$ cat src/rtl/alu_seq.sv
// alu_seq: multi-cycle ALU with valid/ready handshake, shifts and iterative multiply/divide.
// Multiply/divide hardware is built only when ALU_SEQ_MULDIV_EN is defined.
module alu_seq #(
    parameter int DATA_WIDTH = 32
) (
    input  logic                  clk,
    input  logic                  rst,
    input  logic                  flush,
    input  logic                  in_valid,
    output logic                  in_ready,
    input  logic [DATA_WIDTH-1:0] operand_a,
    input  logic [DATA_WIDTH-1:0] operand_b,
    input  logic [3:0]            alu_ctrl,
    output logic                  out_valid,
    input  logic                  out_ready,
    output logic [DATA_WIDTH-1:0] alu_result,
    output logic                  zero,
    output logic                  busy
);
    // state | meaning
    // IDLE  | ready to accept an operation
    // BUSY  | iterating multiply/divide, one bit per cycle
    // DONE  | result held until out_ready
    localparam int SHAMT_W = $clog2(DATA_WIDTH);

    typedef enum logic [1:0] {IDLE, BUSY, DONE} state_t;
    state_t state, state_nxt;

    logic                  accept;
    logic                  go_busy;
    logic                  iter_done;
    logic [SHAMT_W-1:0]    shamt;
    logic [DATA_WIDTH-1:0] simple_res;
    logic [DATA_WIDTH-1:0] fast_res;
    logic [DATA_WIDTH-1:0] iter_res;

    assign shamt     = operand_b[SHAMT_W-1:0];
    assign in_ready  = (state == IDLE);
    assign out_valid = (state == DONE);
    assign accept    = in_valid && in_ready && !flush;

    always_comb begin
        simple_res = '0;
        case (alu_ctrl)
            4'b0000: simple_res = operand_a + operand_b;
            4'b0001: simple_res = operand_a - operand_b;
            4'b0010: simple_res = operand_a & operand_b;
            4'b0011: simple_res = operand_a | operand_b;
            4'b0100: simple_res = operand_a ^ operand_b;
            4'b0101: simple_res = {{(DATA_WIDTH-1){1'b0}}, $signed(operand_a) < $signed(operand_b)};
            4'b0110: simple_res = {{(DATA_WIDTH-1){1'b0}}, operand_a < operand_b};
            4'b0111: simple_res = operand_a << shamt;
            4'b1000: simple_res = operand_a >> shamt;
            4'b1001: simple_res = $unsigned($signed(operand_a) >>> shamt);
            default: simple_res = '0;
        endcase
    end

`ifdef ALU_SEQ_MULDIV_EN
    localparam int CNT_W = SHAMT_W + 1;
    localparam logic [DATA_WIDTH-1:0] MOST_NEG = {1'b1, {(DATA_WIDTH-1){1'b0}}};

    logic                    is_mul, is_div, div_signed, div_zero, div_ovf;
    logic [DATA_WIDTH-1:0]   mag_a, mag_b, early_res;
    logic [CNT_W-1:0]        count;
    logic [2*DATA_WIDTH-1:0] acc, acc_nxt, mul_nxt, div_nxt;
    logic [DATA_WIDTH-1:0]   dvsr, quo, rem;
    logic [DATA_WIDTH:0]     mul_sum, rem_sh, diff;
    logic                    mul_q, hi_q, rem_q, neg_quo, neg_rem;

    assign busy = (state == BUSY);

    // Division corner cases are resolved at accept and never enter BUSY.
    always_comb begin
        is_mul     = (alu_ctrl[3:1] == 3'b101);
        is_div     = (alu_ctrl[3:2] == 2'b11);
        div_signed = ~alu_ctrl[0];
        div_zero   = (operand_b == '0);
        div_ovf    = div_signed && (operand_a == MOST_NEG) && (operand_b == '1);
        mag_a      = (div_signed && operand_a[DATA_WIDTH-1]) ? -operand_a : operand_a;
        mag_b      = (div_signed && operand_b[DATA_WIDTH-1]) ? -operand_b : operand_b;
        if (div_zero)
            early_res = alu_ctrl[1] ? operand_a : '1;
        else if (div_ovf)
            early_res = alu_ctrl[1] ? '0 : MOST_NEG;
        else
            early_res = '0;
        go_busy  = is_mul || (is_div && !div_zero && !div_ovf);
        fast_res = (is_mul || is_div) ? early_res : simple_res;
    end

    // acc holds {high, low}: product accumulator for multiply, {remainder, quotient} for divide.
    always_comb begin
        mul_sum = {1'b0, acc[2*DATA_WIDTH-1:DATA_WIDTH]}
                + (acc[0] ? {1'b0, dvsr} : {(DATA_WIDTH+1){1'b0}});
        mul_nxt = {mul_sum, acc[DATA_WIDTH-1:1]};
        rem_sh  = {acc[2*DATA_WIDTH-1:DATA_WIDTH], acc[DATA_WIDTH-1]};
        diff    = rem_sh - {1'b0, dvsr};
        div_nxt = diff[DATA_WIDTH] ? {rem_sh[DATA_WIDTH-1:0], acc[DATA_WIDTH-2:0], 1'b0}
                                   : {diff[DATA_WIDTH-1:0], acc[DATA_WIDTH-2:0], 1'b1};
        acc_nxt = mul_q ? mul_nxt : div_nxt;
        quo     = acc_nxt[DATA_WIDTH-1:0];
        rem     = acc_nxt[2*DATA_WIDTH-1:DATA_WIDTH];
        if (mul_q)
            iter_res = hi_q ? rem : quo;
        else if (rem_q)
            iter_res = neg_rem ? -rem : rem;
        else
            iter_res = neg_quo ? -quo : quo;
        iter_done = (state == BUSY) && (count == CNT_W'(DATA_WIDTH - 1));
    end

    always_ff @(posedge clk or posedge rst) begin
        if (rst) begin
            count   <= '0;
            acc     <= '0;
            dvsr    <= '0;
            mul_q   <= 1'b0;
            hi_q    <= 1'b0;
            rem_q   <= 1'b0;
            neg_quo <= 1'b0;
            neg_rem <= 1'b0;
        end else if (accept && go_busy) begin
            count   <= '0;
            acc     <= {{DATA_WIDTH{1'b0}}, is_mul ? operand_a : mag_a};
            dvsr    <= is_mul ? operand_b : mag_b;
            mul_q   <= is_mul;
            hi_q    <= alu_ctrl[0];
            rem_q   <= alu_ctrl[1];
            neg_quo <= div_signed && (operand_a[DATA_WIDTH-1] ^ operand_b[DATA_WIDTH-1]);
            neg_rem <= div_signed && operand_a[DATA_WIDTH-1];
        end else if ((state == BUSY) && !flush) begin
            count <= count + CNT_W'(1);
            acc   <= acc_nxt;
        end
    end
`else
    assign busy      = 1'b0;
    assign go_busy   = 1'b0;
    assign iter_done = 1'b0;
    assign iter_res  = '0;
    assign fast_res  = (alu_ctrl[3] && (alu_ctrl[2] || alu_ctrl[1])) ? '0 : simple_res;
`endif

    always_ff @(posedge clk or posedge rst) begin
        if (rst)
            state <= IDLE;
        else
            state <= state_nxt;
    end

    always_comb begin
        state_nxt = state;
        case (state)
            IDLE:    if (accept) state_nxt = go_busy ? BUSY : DONE;
            BUSY:    if (iter_done) state_nxt = DONE;
            DONE:    if (out_ready) state_nxt = IDLE;
            default: state_nxt = IDLE;
        endcase
        if (flush)
            state_nxt = IDLE;
    end

    always_ff @(posedge clk or posedge rst) begin
        if (rst) begin
            alu_result <= '0;
            zero       <= 1'b1;
        end else if (accept && !go_busy) begin
            alu_result <= fast_res;
            zero       <= (fast_res == '0);
        end else if (iter_done && !flush) begin
            alu_result <= iter_res;
            zero       <= (iter_res == '0);
        end
    end
endmodule

$ cat config.mk
export PLATFORM = sky130hd
export DESIGN_NAME = alu_seq
export DESIGN_NICKNAME = d
export VERILOG_FILES = /design/src/rtl/alu_seq.sv
export SDC_FILE = /design/constraint.sdc
export NUM_CORES = 1
export LEC_CHECK = 0
export ABC_AREA = 1
export ABC_CLOCK_PERIOD_IN_PS = 3820
export CORE_MARGIN = 1.5
export CORE_UTILIZATION = 49
export DETAILED_ROUTE_END_ITERATION = 10
export GPL_ROUTABILITY_DRIVEN = 0
export PLACE_DENSITY_LB_ADDON = 0.05
export RECOVER_POWER = 25
export SETUP_SLACK_MARGIN = 0.05
export SKIP_LAST_GASP = 1
export SYNTH_ARGS = -nofsm -noshare
export SYNTH_HDL_FRONTEND = slang
export SYNTH_SLANG_ARGS = --single-unit
export TNS_END_PERCENT = 5
$ cat constraint.sdc
create_clock -name clk -period 3.82 [get_ports clk]
set_input_delay 0.764 -clock clk [delete_from_list [all_inputs] [get_ports clk]]
set_output_delay 0.764 -clock clk [all_outputs]
set_load 0.01 [all_outputs]
# Word level (Yosys, flattened, before mapping)
# Index checks and enable logic that the tools add are counted.
[word_totals] ff_bits=35 latch_bits=0 mem_bits_rw=0 rom_bits=0 inputBits=73 output_inout_bits=36 word_cells=42 memories=0
[op_classes] addsub=2 mul=0 div=0 order_cmp=2 n_eq_ne=14 n_shift=3 mux=6 bitwise_logic=3 reduce_logical=9
[ops] cell="$pmux W32 S10" count=1
[ops] cell="$lt A32 B32 Y1" count=2
[ops] cell="$add A32 B32 Y32" count=1
[ops] cell="$and A32 B32 Y32" count=1
[ops] cell="$logic_not A32 Y1" count=1
[ops] cell="$mux W32" count=1
[ops] cell="$or A32 B32 Y32" count=1
[ops] cell="$shl A32 B5 Y32" count=1
[ops] cell="$shr A32 B5 Y32" count=1
[ops] cell="$sshr A32 B5 Y32" count=1
[ops] cell="$sub A32 B32 Y32" count=1
[ops] cell="$xor A32 B32 Y32" count=1
[ops] cell="$eq A4 B3 Y1 const B" count=4
[ops] cell="$eq A4 B2 Y1 const B" count=2
[ops] cell="$eq A4 B4 Y1 const B" count=2
[ops] cell="$mux W2" count=3
[ops] cell="$ne A3 B2 Y1 const B" count=2
[ops] cell="$pmux W2 S3" count=1
[ops] cell="$eq A4 B1 Y1 const B" count=1
[ops] cell="$logic_not A4 Y1" count=1
[ops] cell="$logic_and A1 B1 Y1" count=3
[ops] cell="$reduce_and A3 Y1" count=1
[ops] cell="$eq A2 B1 Y1 const B" count=1
[ops] cell="$eq A2 B2 Y1 const B" count=1
[ops] cell="4 further kinds" count=4

# Logic depth before layout (Yosys ltp)
[logic_depth] ltp_word=6 ltp_mapped=27 depth_no_buf=23

# Worst setup path after synthesis
# No wires, ideal clock.
[synth_timing] kind="input to register" start="in operand_b[4]" end="reg zero" setup_ns=0.061 arrival_ns=3.233 required_time_ns=3.759 slack_ns=0.526 cell_stages=23 n_path_buf=4 cell_sequence="buf_4 inv_1 buf_2 buf_1 ha_1 buf_2 nor2_1 nand3_1 nand2_1 nand2_1 nand2_1 nand2_1 nand2_1 nand2_1 nand3_1 nand2_1 nor2_1 nand2_1 nor2_1 nand2_1 nor2_1 nand3_1 nand2_1"
[synth_between] elab_chain_len=4 elab_cells_between_ends=13 classes_between="2 x add/sub; 2 x order compare; 3 x shift; 2 x mux; 3 x bitwise; 1 x reduce/logical"
[synth_lines] element="start, declared" line_no="12" rtl="input logic [DATA_WIDTH-1:0] operand_b,"
[synth_lines] element="$sub A32 B32 Y32, or another cell as far along" line_no="46" rtl="4'b0001: simple_res = operand_a - operand_b;"
[synth_lines] element="$pmux W32 S10 *" line_no="44" rtl="case (alu_ctrl)"
[synth_lines] element="$mux W32 *" line_no="142" rtl="assign fast_res = (alu_ctrl[3] && (alu_ctrl[2] || alu_ctrl[1])) ? '0 : simple_res;"
[synth_lines] element="$logic_not A32 Y1 *" line_no="170" rtl="zero <= (fast_res == '0);"
[synth_lines] element="end signal, assigned" line_no="170"
[synth_lines] element="end signal, assigned" line_no="173" rtl="zero <= (iter_res == '0);"
[synth_lines] element="end, declared" line_no="17" rtl="output logic zero,"
# Mark *: on every way between the ends. The rest lies on a longest branch, timed or not.
# A chain may end at the register's enable or synchronous reset.

# Final worst setup path
[layout_timing] start="in operand_b[0]" end="reg zero"
# The elaborated chain is that of the path after synthesis.

==> results.md <==
* Status: complete, but fails checks
* Failing checks: capacitance limit, slew limit
* Iteration-0 DRC Markers at 2382
* Post-Route WL at roughly 53000 um
* Largest net degree at the start of global routing at 62
* Total power at around 2900 uW
* Clock latency on the worst-skew pair at between 200 and 300 ps
* Via-per-instance ratio at just under 6
* Sw frac at 0.4967
* Drt drc at 0
* Total Nets Final at ~2600
* Avg Inst Size Synth at 5.038 sq um
* Crit end category: flop
* Area growth from synthesis to layout at 17.83%
* Buffers on Ports at between 100 and 150
* Async SR Flop Fraction at 1.000
* #FFs+latches synth at 34
* Synth Flop Type: dfrtp_1
* Clk sinks at 34
* Share of the synthesized area in the top cell type at 0.2630
* Total track usage at 0.4244
* Hpwl dp at approximately 44000 um
* Crit Path Category: primary input to flop
* Post-cts resize count at 0
* Synth top area cells: nand2_1, nand3_1, inv_1
* I/O pin cnt at 109
* RSZ-0062 raised after global routing: false
* Total grt overflow at 0
* Placed cell area at 0.01350 sq mm
* Vias after detailed routing at about 16000
* Cell Area, Synth at around 0.012 sq mm
* WP data required at between 4000 and 5000 ps
* Combinational cell fraction of total power at 0.679
* Syn_nets at roughly 2500
* DP Worst Slack at -66.96 ps
* Worst hold path type: flop to flop
* Num CTS Buffers at 5
* Power Density at 208.7 mW/mm^2
* Final Hold Viols at 0
* Clock-pin slew on the worst setup and hold paths at 50 ps
* Final instance area at about 0.014 sq mm
* Sequential area share after synthesis at 0.07343
* Root buffer cell: clkbuf_16
* Leading area contributor after synthesis: nand2_1
* Setup ws final at 209.9 ps
* Int Pwr at 1436 uW
* Final setup fails at 0
* Hold slack at between 400 and 500 ps
* Slew headroom at -0.2445
* Starting Density at 0.4973
* Least-Margin Pin Slew at 1867 ps
* Vias in the first global route at between 10000 and 15000
* Max-Cap Viols at 1
* First-pass GRT wire length at just under 80000 um
* Die height at 156.9 um
* R2R Path Start: state[1]$_DFFE_PP0P_
* Maximum vdd drop at 0.1868 mV
* CP Launch Type: primary input
* Initial antenna violation count at 1
* Period utilization at 0.9451
* Routed Antenna Nets at 0
* First-pass iteration count of the detailed router at 8
* Die X at between 150 and 200 um
* Switching power total at around 1400 uW
* Arrival time worst endpoint at around 3800 ps
* Hold_buf cts at 0
* CTS tree: done
* Period minus WS final at ~3600 ps
* Worst Skew at ~4.9 ps
* Die ar. at approximately 0.025 sq mm
* Beginning of the critical path: operand_b[0]
* Flop2flop setup slack at 1940 ps
* Hold Crit Start: alu_result[23]$_DFFE_PP0P_
* Number of synthesized flops with an enable pin at 0
* Post-CTS setup buffer count at 0
* FP Rows at 56
* Antenna Diode Count at 0
* Core area at 0.02333 sq mm
* Synth warnings at 0
* Fmax at 277.0 MHz
* Final number of max-transition violations at 35
* Clock share of power at 0.159
* Gate Count Post-Synth at approximately 2300
* Clock buffer depth at 2
* Fraction of layout cells with a size suffix above 1 at 0.07573
* H-tree lvl count at 2
* Pleak at 0.007776 uW
* Wire per inst at 19.14 um
* Distinct cells, synth at 46
* Filler cells at about 2500
* CP max FO at 4
* Part of the power in registers at 0.162
-- state kept, by name (all words and copies together) (netlist names) --
register    count
alu_result     32
zero            1
state           1
-- power groups by stage --
stage	clock, uW	sequential [uW]	combinational, uW
detailed placement	0	465	1860
CTS	454	461	1870
global placement	0	465	1850
floorplan	0	491	1070
global route	470	467	2100
finish	453	463	1940
-- Yosys cell counts, types with 2 or more instances --
cell type / count
dfrtp_1: 33
inv_1: 329
nand2_2: 20
nand2_1: 813
o21bai_1: 8
o21ai_0: 62
inv_2: 10
nor2_1: 179
buf_4: 10
o21ai_1: 8
ha_1: 97
buf_2: 46
nor3_1: 16
clkbuf_1: 26
nor4_1: 3
a21oi_1: 79
a211oi_1: 6
nand4_1: 15
nor3b_1: 2
nand3_2: 2
nand3b_1: 6
o21a_1: 7
nand3_1: 432
buf_1: 9
o211ai_1: 8
fa_1: 2
o2111ai_1: 2
o221ai_1: 3
and3_1: 3
clkinv_1: 2
buf_6: 9
nor3_2: 2
o22ai_1: 25
nor2_2: 13
and2_1: 5
-- cell families (layout without fill, tap and decap cells) --
| logic type | count (synthesis) | count (layout) | synth area share |
|---|---|---|---|
| and+or+nand+nor | 1515 | 1515 | 0.5580 |
| buffers and inverters | 441 | 581 | 0.1567 |
| AOI/OAI and AO/OA | 212 | 212 | 0.1028 |
| adders and majority gates | 99 | 99 | 0.1080 |
| DFF | 34 | 34 | 0.07343 |
| other | 1 | 1 | 0.0003232 |
| xor gates and xnor gates | 1 | 1 | 0.0007549 |
-- metal layers --
metal,track usage,share of wire,vias to the layer above,wire length [um]
met5,0,0,-,0
met4,0.2222,0.065,0,3454
met3,0.1243,0.14,209,7296
met2,0.6441,0.42,1128,21990
met1,0.5405,0.38,7212,20130
li1,-,-,7603,-
-- worst paths after layout --
check | endpoint | cells past startpoint
worst max-delay path | zero$_DFFE_PP1P_ | 19
worst min-delay path | alu_result[23]$_DFFE_PP0P_ | 2
worst max register to register | alu_result[1]$_DFFE_PP0P_ | 4
worst min register to register | alu_result[23]$_DFFE_PP0P_ | 2
max in group asynchronous | alu_result[10]$_DFFE_PP0P_ | 3
min in group asynchronous | alu_result[30]$_DFFE_PP0P_ | 3
-- area by class of cell --
type	instances	area, sq um	share of cell area
well taps	319	399.1	0.02919
repair buffers	232	2036	0.1489
clock buffers	7	132.6	0.009700
flip-flops and latches	34	852.1	0.06232
clock inverters	1	30.03	0.002196
multi-input cells	1828	8944	0.6541
inverters	341	1280	0.09361
-- critical path, cell delays in order --
cell             delay [ps]
clkdlybuf4s50_1         540
ha_1                    180
inv_1                    60
fa_1                    410
nand2_1                 110
nand2_1                 100
and2_1                  190
nand2_1                  80
nand3b_1                220
or2_0                   290
nand3_1                  80
nand2_1                 130
nor2_4                  160
nand2_1                  60
nor2_1                  100
nand2_1                  60
nor2_1                  120
nand3_1                  90
nand2_1                  80
-- layout by cell type (no fill, tap or decap), types with 6 or more instances in the layout --
cell type,Yosys,layout
a211oi_1,6,6
a21oi_1,79,79
buf_4,10,121
clkdlybuf4s50_1,0,103
dfrtp_1,33,33
ha_1,97,96
inv_1,329,329
inv_2,10,10
nand2_1,813,813
nand2_2,20,20
nand3_1,432,432
nand3b_1,6,6
nand4_1,15,15
nor2_1,179,178
nor2_2,13,13
nor3_1,16,16
o211ai_1,8,8
o21a_1,7,7
o21ai_0,62,62
o21ai_1,8,8
o21bai_1,8,8
o22ai_1,25,25
-- metrics by stage --
stage                 util  std cells  TNS [ps]
finish              0.5860       2762         0
global route        0.5860       2762         0
CTS                 0.5856       2762         0
detailed placement  0.5787       2754    -66.96
global placement    0.5787       2754    -49.49
floorplan                -       2303         0
(Power assumes the default switching activity.)
